**src/rtl/int_ctrl_pkg.sv**
```systemverilog
// Shared types and constants for the interrupt controller.
// The controller, its bus interface and its arbiter all import this package.
package int_ctrl_pkg;

  typedef enum logic [1:0] {
    IDLE    = 2'd0,
    REQ     = 2'd1,
    SERVICE = 2'd2
  } intStateT;

  localparam logic [1:0] ADDR_MASK    = 2'd0;
  localparam logic [1:0] ADDR_PENDING = 2'd1;
  localparam logic [1:0] ADDR_STATUS  = 2'd2;
  localparam logic [1:0] ADDR_CTRL    = 2'd3;

  localparam int STAT_STATE_LSB = 0;
  localparam int STAT_CH_LSB    = 4;
  localparam int CTRL_GIE_BIT   = 0;

  // A single channel still needs a one-bit id.
  function automatic int chWidth(input int n);
    return (n <= 2) ? 1 : $clog2(n);
  endfunction

endpackage

```
**src/rtl/int_ctrl_if.sv**
```systemverilog
// Register bus and pipeline handshake between the interrupt controller and the core.
// The master is the core side; the slave is int_ctrl.
interface int_ctrl_if #(parameter int NUM_CH = 4) ();
  import int_ctrl_pkg::*;

  localparam int CH_W = chWidth(NUM_CH);

  logic            regWrEn;
  logic [1:0]      regAddr;
  logic [15:0]     regWrData;
  logic [15:0]     regRdData;
  logic            intReq;
  logic [31:0]     intVector;
  logic [CH_W-1:0] intId;
  logic            intAck;
  logic            intDone;

  modport master (
    output regWrEn, regAddr, regWrData, intAck, intDone,
    input  regRdData, intReq, intVector, intId
  );

  modport slave (
    input  regWrEn, regAddr, regWrData, intAck, intDone,
    output regRdData, intReq, intVector, intId
  );

endinterface

```
**src/rtl/int_priority_arbiter.sv**
```systemverilog
// Fixed-priority arbiter: the lowest-numbered eligible channel wins.
module int_priority_arbiter
  import int_ctrl_pkg::*;
#(
  parameter int NUM_CH = 4
) (
  input  logic [NUM_CH-1:0]           eligible,
  output logic [chWidth(NUM_CH)-1:0]  winner,
  output logic                        anyValid
);

  localparam int CH_W = chWidth(NUM_CH);

  always_comb begin
    winner   = '0;
    anyValid = |eligible;
    for (int i = NUM_CH - 1; i >= 0; i--) begin
      if (eligible[i]) winner = CH_W'(i);
    end
  end

endmodule

```
**src/rtl/int_ctrl.sv**
```systemverilog
// Interrupt controller: pending capture, fixed-priority arbitration and the
// request/acknowledge/return handshake towards the pipeline.
//   state   | meaning
//   IDLE    | waiting for an eligible channel
//   REQ     | intReq held for the winner until intAck
//   SERVICE | handler running, waiting for intDone
module int_ctrl
  import int_ctrl_pkg::*;
#(
  parameter int              NUM_CH     = 4,
  parameter logic [NUM_CH-1:0] EDGE_MODE = '1,
  parameter logic [31:0]     VEC_BASE   = 32'h0000_0000,
  parameter logic [31:0]     VEC_STRIDE = 32'd2
) (
  input  logic              clk,
  input  logic              reset,
  input  logic [NUM_CH-1:0] irq,
  int_ctrl_if.slave         bus
);

  localparam int CH_W = chWidth(NUM_CH);

  intStateT          state;
  logic [CH_W-1:0]   activeCh;
  logic              intReqR;
  logic [31:0]       intVectorR;
  logic [CH_W-1:0]   intIdR;

  logic [NUM_CH-1:0] irqQ;
  logic [NUM_CH-1:0] pending;
  logic [NUM_CH-1:0] mask;
  logic              gie;

  logic [NUM_CH-1:0] eligible;
  logic [NUM_CH-1:0] setVec;
  logic [NUM_CH-1:0] clrVec;
  logic [CH_W-1:0]   winner;
  logic              anyValid;
  logic              ackNow;
  logic [15:0]       rdData;

  wire unusedBits = &{1'b0, bus.regWrData};

  assign ackNow   = (state == REQ) && bus.intAck;
  assign setVec   = irq & ~irqQ & EDGE_MODE;
  assign eligible = pending & mask & {NUM_CH{gie}};

  // Software and acknowledge clears; a same-cycle set event overrides both below.
  always_comb begin
    clrVec = '0;
    if (bus.regWrEn && bus.regAddr == ADDR_PENDING) clrVec = bus.regWrData[NUM_CH-1:0];
    if (ackNow) clrVec[activeCh] = 1'b1;
  end

  int_priority_arbiter #(.NUM_CH(NUM_CH)) uArb (
    .eligible (eligible),
    .winner   (winner),
    .anyValid (anyValid)
  );

  always_ff @(posedge clk or negedge reset) begin
    if (!reset) begin
      irqQ    <= '0;
      pending <= '0;
      mask    <= '0;
      gie     <= 1'b0;
    end else begin
      irqQ    <= irq;
      pending <= (EDGE_MODE & ((pending & ~clrVec) | setVec)) | (~EDGE_MODE & irq);
      if (bus.regWrEn && bus.regAddr == ADDR_MASK) mask <= bus.regWrData[NUM_CH-1:0];
      if (bus.regWrEn && bus.regAddr == ADDR_CTRL) gie <= bus.regWrData[CTRL_GIE_BIT];
    end
  end

  always_ff @(posedge clk or negedge reset) begin
    if (!reset) begin
      state      <= IDLE;
      activeCh   <= '0;
      intReqR    <= 1'b0;
      intVectorR <= '0;
      intIdR     <= '0;
    end else begin
      case (state)
        IDLE: begin
          if (anyValid) begin
            activeCh   <= winner;
            intIdR     <= winner;
            intVectorR <= VEC_BASE + 32'(winner) * VEC_STRIDE;
            intReqR    <= 1'b1;
            state      <= REQ;
          end
        end
        REQ: begin
          if (bus.intAck) begin
            intReqR <= 1'b0;
            state   <= SERVICE;
          end
        end
        SERVICE: begin
          if (bus.intDone) state <= IDLE;
        end
        default: state <= IDLE;
      endcase
    end
  end

  always_comb begin
    rdData = '0;
    case (bus.regAddr)
      ADDR_MASK:    rdData = 16'(mask);
      ADDR_PENDING: rdData = 16'(pending);
      ADDR_STATUS: begin
        rdData[STAT_STATE_LSB +: 2] = state;
        rdData[STAT_CH_LSB +: 4]    = 4'(activeCh);
      end
      ADDR_CTRL:    rdData[CTRL_GIE_BIT] = gie;
      default:      rdData = '0;
    endcase
  end

  assign bus.regRdData = rdData;
  assign bus.intReq    = intReqR;
  assign bus.intVector = intVectorR;
  assign bus.intId     = intIdR;

endmodule

```
**src/flat_wrapper.sv**
```systemverilog
// flat-port wrapper written by rule: the top's interface ports become plain ports
module int_ctrl_flat import int_ctrl_pkg::*;
#(
  parameter int              NUM_CH     = 4,
  parameter logic [NUM_CH-1:0] EDGE_MODE = '1,
  parameter logic [31:0]     VEC_BASE   = 32'h0000_0000,
  parameter logic [31:0]     VEC_STRIDE = 32'd2
)
  (clk, reset, irq, bus_regWrEn, bus_regAddr, bus_regWrData, bus_intAck, bus_intDone, bus_regRdData, bus_intReq, bus_intVector, bus_intId);
  int_ctrl_if #(.NUM_CH(NUM_CH)) bus_i ();
  input  logic clk;
  input  logic reset;
  input  logic [NUM_CH-1:0] irq;
  input wire logic [$bits(bus_i.regWrEn)-1:0] bus_regWrEn;
  input wire logic [$bits(bus_i.regAddr)-1:0] bus_regAddr;
  input wire logic [$bits(bus_i.regWrData)-1:0] bus_regWrData;
  input wire logic [$bits(bus_i.intAck)-1:0] bus_intAck;
  input wire logic [$bits(bus_i.intDone)-1:0] bus_intDone;
  output wire logic [$bits(bus_i.regRdData)-1:0] bus_regRdData;
  output wire logic [$bits(bus_i.intReq)-1:0] bus_intReq;
  output wire logic [$bits(bus_i.intVector)-1:0] bus_intVector;
  output wire logic [$bits(bus_i.intId)-1:0] bus_intId;
  assign bus_i.regWrEn = bus_regWrEn;
  assign bus_i.regAddr = bus_regAddr;
  assign bus_i.regWrData = bus_regWrData;
  assign bus_i.intAck = bus_intAck;
  assign bus_i.intDone = bus_intDone;
  assign bus_regRdData = bus_i.regRdData;
  assign bus_intReq = bus_i.intReq;
  assign bus_intVector = bus_i.intVector;
  assign bus_intId = bus_i.intId;
  int_ctrl #(.NUM_CH(NUM_CH), .EDGE_MODE(EDGE_MODE), .VEC_BASE(VEC_BASE), .VEC_STRIDE(VEC_STRIDE)) u_core (.clk(clk), .reset(reset), .irq(irq), .bus(bus_i));
endmodule
```
**config.mk**
```make
export PLATFORM = sky130hd
export DESIGN_NAME = int_ctrl_flat
export DESIGN_NICKNAME = d
export VERILOG_FILES = /design/src/rtl/int_ctrl_pkg.sv /design/src/rtl/int_ctrl_if.sv /design/src/rtl/int_priority_arbiter.sv /design/src/rtl/int_ctrl.sv /design/src/flat_wrapper.sv
export SDC_FILE = /design/constraint.sdc
export NUM_CORES = 1
export LEC_CHECK = 0
export CAP_MARGIN = 25
export CORE_MARGIN = 2
export CORE_UTILIZATION = 30
export CTS_BUF_LIST = sky130_fd_sc_hd__clkbuf_16
export DETAILED_ROUTE_END_ITERATION = 16
export GPL_TIMING_DRIVEN = 1
export PLACE_DENSITY = 0.69
export SETUP_SLACK_MARGIN = 0.02
export SYNTH_ARGS = -nofsm -noshare
export SYNTH_HDL_FRONTEND = slang
export SYNTH_SLANG_ARGS = --single-unit
```
**constraint.sdc**
```tcl
create_clock -name clk -period 1.5 [get_ports clk]
set_clock_uncertainty 0.15 [all_clocks]
set_input_delay 0.15 -clock clk [delete_from_list [all_inputs] [get_ports clk]]
set_output_delay 0.15 -clock clk [all_outputs]
set_load 0.02 [all_outputs]
```
# ---- After elaboration in Yosys (flattened, before gate mapping)
# Cells that the tools add are included.
dict set report op_classes {
  order_cmp 2
  n_eq_ne 8
  muxes 19
  bitwise_logic 8
  n_reduce_logical 12
}
# op count
set op_table {}
lappend op_table {{4-bit AND} 4}
lappend op_table {{2-bit 2-to-1 mux} 8}
lappend op_table {{4-bit 2-to-1 mux} 2}
lappend op_table {{4-bit NOT} 2}
lappend op_table {{4-bit OR} 2}
lappend op_table {{2-bit == test (second input constant)} 3}
lappend op_table {{2-bit one-hot mux with 3 select lines} 1}
lappend op_table {{3-bit AND reduction} 2}
lappend op_table {{1-bit logical AND} 5}
lappend op_table {{2-bit by 1-bit == test with 1-bit output (second input constant)} 2}
lappend op_table {{2-bit logical NOT} 2}
lappend op_table {{2-bit != test (second input constant)} 2}
lappend op_table {{1-bit one-hot mux with 4 select lines} 1}
lappend op_table {{2-bit one-hot mux with 2 select lines} 1}
lappend op_table {{4-bit OR reduction} 1}
lappend op_table {{2-bit by 3-bit < comparator with 1-bit output (second input constant)} 1}
lappend op_table {{1-bit 2-to-1 mux} 3}
lappend op_table {{1-bit one-hot mux with 3 select lines} 1}
lappend op_table {{1-bit demux with 2-bit select} 1}
lappend op_table {{2-bit by 1-bit >= comparator with 1-bit output (second input constant)} 1}
lappend op_table {{2-bit by 1-bit != test with 1-bit output (second input constant)} 1}
lappend op_table {{1-bit one-hot mux with 2 select lines} 1}
lappend op_table {{2-bit AND reduction} 1}
lappend op_table {{2-bit nonzero test} 1}
dict set report totals {
  register_bits 18
  output_inout_bits 51
  elab_cells 56
}

# ---- Depth between registers and ports, before layout
# Gate-level depths: netlist of run 1.
dict set report depth {
  word_depth 9
  depth_mapped 5
  ltp_nobuf 4
}

# ---- Cells and area by module
# A second synthesis of run 1 with hierarchy kept.
dict set report unflattened {
  cells_unflattened 123
  area_unflattened_um2 1211.2
}
# module instances cells_per_inst area_each_um2
set modules_own_cells {}
lappend modules_own_cells {int_ctrl 1 116 1176.1}
lappend modules_own_cells {int_priority_arbiter 1 7 35.0}

# ---- Worst setup path before layout of run 1
# OpenSTA, ideal clock, no wires.
dict set report synth_path {
  kind {reg2out}
  start {register u_core.activeCh[0]}
  end {output bus_regRdData[4]}
  arrival_time_ps 1152
  slack_ps 48
  path_stages_with_launch 3
  cell_sequence {dfrtp_1 inv_1 nor3b_1}
}
dict set report synth_via {
  elab_chain_cells 1
}
# element line_no
set synth_rtl {}
lappend synth_rtl {{start: declaration} int_ctrl.sv:24} ;# logic [CH_W-1:0] activeCh;
lappend synth_rtl {{start signal: assignment} int_ctrl.sv:86} ;# activeCh <= winner;
lappend synth_rtl {{2-bit 2-to-1 mux} int_ctrl.sv:109} ;# case (bus.regAddr)
lappend synth_rtl {{end: declaration} flat_wrapper.sv:19} ;# output wire logic [$bits(bus_i.regRdData)-1:0] bus_regRdData;
# No other way between the ends.

# ---- Final worst setup path of run 1
dict set report layout_path {
  start {register u_core.state[0]}
  end {output bus_regRdData[0]}
}
dict set report layout_via {
  elab_chain_cells 1
}
# element line_no
set layout_rtl {}
lappend layout_rtl {{start: declaration} int_ctrl.sv:23} ;# intStateT state;
lappend layout_rtl {{start signal: assignment} int_ctrl.sv:77} ;# state <= IDLE;
lappend layout_rtl {{start signal: assignment} int_ctrl.sv:90} ;# state <= REQ;
lappend layout_rtl {{start signal: assignment} int_ctrl.sv:96} ;# state <= SERVICE;
lappend layout_rtl {{1-bit one-hot mux with 4 select lines} int_ctrl.sv:109}
# No other way between the ends.

==> results of run 1 <==
==> registers in the layout (all words and copies together) (netlist names) <==
| register | flops |
|---|---|
| u_core.irqQ | 4 |
| u_core.mask | 4 |
| u_core.pending | 4 |
| u_core.activeCh | 2 |
| u_core.state | 2 |
| u_core.bus.intReq | 1 |
| u_core.gie | 1 |
==> worst paths after layout <==
check                                                  from                            end  slack, ps  depth (start not counted)
worst max-delay path            u_core.state[0]$_DFFE_PN0P_               bus_regRdData[0]        -60                          2
worst min-delay path                                  reset  u_core.bus.intReq$_DFFE_PN0P_         80                          2
worst min register to register     u_core.irqQ[1]$_DFF_PN0_    u_core.pending[1]$_DFF_PN0_        260                          1
min in group clk                                     irq[3]       u_core.irqQ[3]$_DFF_PN0_        210                          1
max in group asynchronous                             reset    u_core.state[1]$_DFFE_PN0P_        930                          2
worst max register to register  u_core.state[1]$_DFFE_PN0P_    u_core.pending[0]$_DFF_PN0_         10                          5
==> Yosys cell counts <==
master / number
mux2_4: 1
buf_4: 43
nor3b_4: 1
nand2_1: 13
dfrtp_1: 18
o21ai_1: 2
nor3b_1: 1
o311ai_1: 2
buf_6: 1
and2b_2: 1
nand3_1: 4
nor2_1: 3
nor3b_2: 1
conb_1: 1
a21oi_1: 3
nand4_1: 2
and3b_2: 2
mux4_1: 1
o21ai_0: 3
o21a_2: 1
nand2_2: 1
mux2_2: 5
nand3b_1: 1
mux2i_1: 3
a21o_1: 2
inv_1: 6
==> area by class of cell <==
class | count | area [um^2]
Timing Repair Buffer | 44 | 377
Sequential cell | 18 | 450
Tap cell | 48 | 60.1
Multi-Input combinational cell | 93 | 583
Inverter | 6 | 22.5
Clock buffer | 3 | 75.1
Fill cell | 391 | 2180
==> per-stage QoR <==
stage | hold WS [ps] | setup WS [ps] | std cells | TNS, ps | power, mW
2_1_floorplan | -296 | 48.0 | 161 | 0 | 1.34
3_3_place_gp | 245 | -576 | 206 | -4760 | 1.69
3_5_place_dp | 250 | -581 | 206 | -4790 | 1.70
4_1_cts | 88.7 | -113 | 210 | -113 | 2.23
5_1_grt | 128 | -86.8 | 212 | -311 | 2.46
6_report | 78.1 | -62.3 | 212 | -62.3 | 2.34
==> power groups by stage <==
stage	combinational [mW]	clock, mW	sequential [mW]
final	1.12	0.528	0.691
after CTS	1.01	0.536	0.684
after floorplan	0.578	0	0.757
after global routing	1.20	0.553	0.705
after global placement	1.00	0	0.688
after detailed placement	1.01	0	0.691
==> metal layers <==
metal / vias up / wire length, um / GRT usage [%]
li1: 408 / - / -
met1: 397 / 892 / 13.1
met2: 40 / 1230 / 18.3
met3: 8 / 169 / 1.35
met4: 0 / 102 / 9.44
met5: - / 0 / 0
==> cell families after synthesis <==
family          synth area share, %
buf+inv                        29.9
simple gates                   14.6
flops                          37.7
compound gates                 6.81
mux                            10.7
other cells                   0.314
==> what timing repair did <==
item / in CTS / in global routing
pin swaps: 1 / 3
setup buffers: 1 / 2
gates resized for setup: 25 / 15
endpoints found under the setup margin: 18 / 9
==> worst max-delay path, stage by stage (launching register included) <==
cell	delay (ps)
dfrtp_1	390
mux4_2	480
buf_6	150
==> key figures, run 1 <==
Status
  – Status: finished with violations
  – Failing checks: setup timing

Power and ir drop
  – Switch share: 36.6%
  – Internal power: 1.48 mW
  – Clk pwr share: 22.6%
  – Maximum vdd drop: 503 uV
  – Comb power frac: 47.8%
  – Sw power: 0.854 mW
  – PwrDens: 1490 nW/um^2
  – Static Leakage: 0.812 nW
  – Sequential power share: 29.6%

Clocking
  – CTS root buf: clkbuf_16
  – Num Clock Sinks: 18
  – TritonCTS Buffers: 3
  – Clk slew on worst S/H paths: 50 ps
  – Max Root-Sink Buffers: 2
  – # hold bufs at CTS: 0
  – H-tree levels: 1
  – CTS tree: done
  – Clock Latency Late Sink: 250 ps

Worst setup path
  – WP data required: 1200 ps
  – Worst setup EP type: primary output
  – Crit path DAT: 1260 ps
  – Worst Path Max Fanout: 2
  – Worst setup SP type: register
  – WS Path Type: reg2out

Placed design
  – HPWL Detailed: 1.79 mm
  – Port Buffers: 25
  – Post-DP Area: 1440 um^2
  – Placer congestion estimate: 0.817

Synthesis
  – Synth Warn #: 0
  – Avg Cell Area, Syn: 9.78 um^2
  – Synth unique cells: 26
  – Post-Syn Area: 1190 um^2
  – Register bit total from synthesis: 18
  – Yosys top cell by area: dfrtp_1
  – Syn Inst Count: 122
  – Area contributors post-synth: dfrtp_1 (38%), buf_4 (27%), mux2_2 (4.7%)
  – Share of the synthesized area in the top cell type: 37.7%
  – Sequential share of the synthesized area: 37.7%

STA
  – # setup viols final: 1
  – Min Tclk post-route: 1560 ps
  – Achievable frequency: 640 MHz
  – Tcrit/Tclk final: 104%
  – Final worst slack: -62.3 ps
  – Unrepaired setup endpoints after global routing: true
  – Final hold vios: 0
  – Slew Viols, Final: 0

Die
  – Effective utilization at floorplan: 31.9%
  – Die H: 67.1 um
  – Die area: 4500 um^2
  – Row cnt: 22
  – IO Count: 78
  – Die Width: 67.1 um
  – Core region area: 3740 um^2

Final layout
  – Commonest non-fill, non-tap cell in the layout: conb_1
  – Design Area, Final: 1570 um^2
  – Antenna cells: 0
  – Layout area overhead: 31.3%
  – Fin util: 41.9%
  – Fraction of layout instances using a drive strength above 1: 26.8%
  – Commonest non-fill, non-tap cells in the layout: conb_1 (40), dfrtp_1 (18), buf_4 (17), nand2_1 (12), clkdlybuf4s50_1 (12)
  – Post-layout nets: 193

Detailed routing
  – First-pass DRT Iterations: 4
  – First DRT Iteration DRCs: 9
  – Post-route ant nets: 0
  – Avg WL per Cell: 11.3 um
  – DRC: 0
  – Vias post-DR: 853
  – WL final: 2.39 mm
  – DR vias/cell: 4.02

Global routing
  – First-pass GRT wire length: 3.64 mm
  – GR Overflow Total: 0
  – Vias in the first global route: 786
  – GRT Overall Usage: 11.3%
  – Pin count of the biggest net entering global routing: 19
  – Initial antenna violation count: 0

Job
  – Max Cap Viol: 0

Hold path
  – Hold Crit Class: in2async
No activity file was read; power rests on OpenSTA's default activity.
==> inputs of run 2 (changes only) <==
PLACE_DENSITY = 0.71   (was 0.69)
clock period = 1.35 ns   (was 1.5 ns; I/O delays follow)
==> key figures, run 2 (same netlist as run 1, synthesis figures left out) <==
Global routing
  – First-pass GRT wire length: 3.91 mm
  – GRT Overall Usage: 12.1%
  – GR Overflow Total: 0
  – Busiest grt layer: met2
  – Vias in the first global route: 785
  – Pin count of the biggest net entering global routing: 19
  – Global Route met3 Usage: 2.36%
  – Initial antenna violation count: 0
  – Grt met2 use: 18.4%
  – Met1 Use GR: 15.6%

Detailed routing
  – First-pass DRT Iterations: 4
  – WL final: 2.62 mm
  – Post-route ant nets: 0
  – Vias post-DR: 904
  – Avg WL per Cell: 11.9 um
  – DRC: 0
  – DR vias/cell: 4.09
  – First DRT Iteration DRCs: 17

Worst setup path
  – WP data required: 1070 ps
  – Worst setup EP type: primary output
  – WS Path Type: reg2out
  – Worst Path Max Fanout: 2
  – Reg2Reg Depth: 5
  – RR Startpoint: u_core.state[1]$_DFFE_PN0P_
  – CP Launch Point: u_core.pending[0]$_DFF_PN0_
  – R2r endpoint: u_core.pending[1]$_DFF_PN0_
  – Worst setup SP type: register
  – Crit path DAT: 1270 ps
  – Worst Setup EP: bus_regRdData[0]
  – R2R setup slack: -150 ps

Clocking
  – Max Root-Sink Buffers: 2
  – TritonCTS Buffers: 3
  – H-tree levels: 1
  – CTS tree: done
  – Num Clock Sinks: 18
  – Clock Latency Late Sink: 250 ps
  – Clk slew on worst S/H paths: 50 ps
  – CTS root buf: clkbuf_16

Status
  – Status: finished with violations
  – Failing checks: setup timing

STA
  – Hold_ws: 61.7 ps
  – Unrepaired setup endpoints after global routing: true
  – TNS Setup: -963 ps
  – Final hold vios: 0
  – Final worst slack: -202 ps
  – Min Tclk post-route: 1550 ps
  – Slew Viols, Final: 0
  – # setup viols final: 10
  – Achievable frequency: 644 MHz
  – Tcrit/Tclk final: 115%

Die
  – Die Width: 67.1 um
  – Die area: 4500 um^2
  – Die H: 67.1 um
  – Effective utilization at floorplan: 31.9%
  – Core region area: 3740 um^2
  – Row cnt: 22
  – IO Count: 78

Final layout
  – Commonest non-fill, non-tap cells in the layout: conb_1 (40), buf_4 (23), dfrtp_1 (18), clkdlybuf4s50_1 (11), nand2_1 (10)
  – Layout fillers: 371
  – Non-filler cells, final: 221
  – Post-layout nets: 201
  – Antenna cells: 0
  – Fin util: 44.2%
  – Largest regs: u_core.irqQ x4, u_core.mask x4, u_core.pending x4
  – Layout area overhead: 38.5%
  – Fraction of layout instances using a drive strength above 1: 35.8%
  – Commonest non-fill, non-tap cell in the layout: conb_1

Power and ir drop
  – Maximum vdd drop: 751 uV
  – PwrDens: 1670 nW/um^2
  – Static Leakage: 0.867 nW

Placed design
  – Placer congestion estimate: 0.909
  – Port Buffers: 25
  – Placed insts: 211
  – HPWL Detailed: 1.86 mm

Hold path
  – Hold Crit Class: in2async

Job
  – Max Cap Viol: 0
## run 2: layer usage
layer	wire length, um	part of all wire (%)
met1	1040	40
met2	1340	51
met3	180	6.9
met4	59	2.3
met5	0	0
## run 2: worst min path at each step
stage | start | endpoint | slack, ps
6_report | reset | u_core.pending[0]$_DFF_PN0_ | 60
2_1_floorplan | reset | u_core.activeCh[0]$_DFFE_PN0P_ | -310
5_1_grt | reset | u_core.pending[0]$_DFF_PN0_ | 100
3_5_place_dp | u_core.irqQ[0]$_DFF_PN0_ | u_core.pending[0]$_DFF_PN0_ | 250
4_1_cts | reset | u_core.bus.intReq$_DFFE_PN0P_ | 70
3_3_place_gp | u_core.irqQ[1]$_DFF_PN0_ | u_core.pending[1]$_DFF_PN0_ | 240
## run 2: per-stage QoR
step	worst slack (ps)	instance area [um^2]	total power [mW]
floorplan	0.221	1350	1.49
global placement	-699	1480	1.96
detailed placement	-690	1480	1.98
CTS	-206	1580	2.64
global route	-234	1650	2.92
finish	-202	1650	2.76
## run 2: worst max-delay path, cell delays in order (launching register included)
cell	delay, ps
dfrtp_1	400
mux4_2	470
buf_6	150
## run 2: timing repair
action | CTS | global route
hold buffers | 0 | 0
cloned | 1 | 0
setup buffers | 2 | 3
gates resized for setup | 55 | 17
setup endpoints to repair | 22 | 17
pin swaps | 7 | 4
## run 2: final cells by class
cell class	count	area, um^2	share of cell area (%)
clock buffers	3	75.1	4.54
clock inverters	1	3.75	0.227
inverters	6	22.5	1.36
multi-input cells	93	603	36.5
flip-flops and latches	18	450	27.3
well taps	48	60.1	3.63
repair buffers	52	438	26.5
## run 2: power by group
| part | switching [mW] | internal (mW) |
|---|---|---|
| Combinational | 0.711 | 0.688 |
| Clock | 0.196 | 0.394 |
| Sequential | 0.0904 | 0.678 |
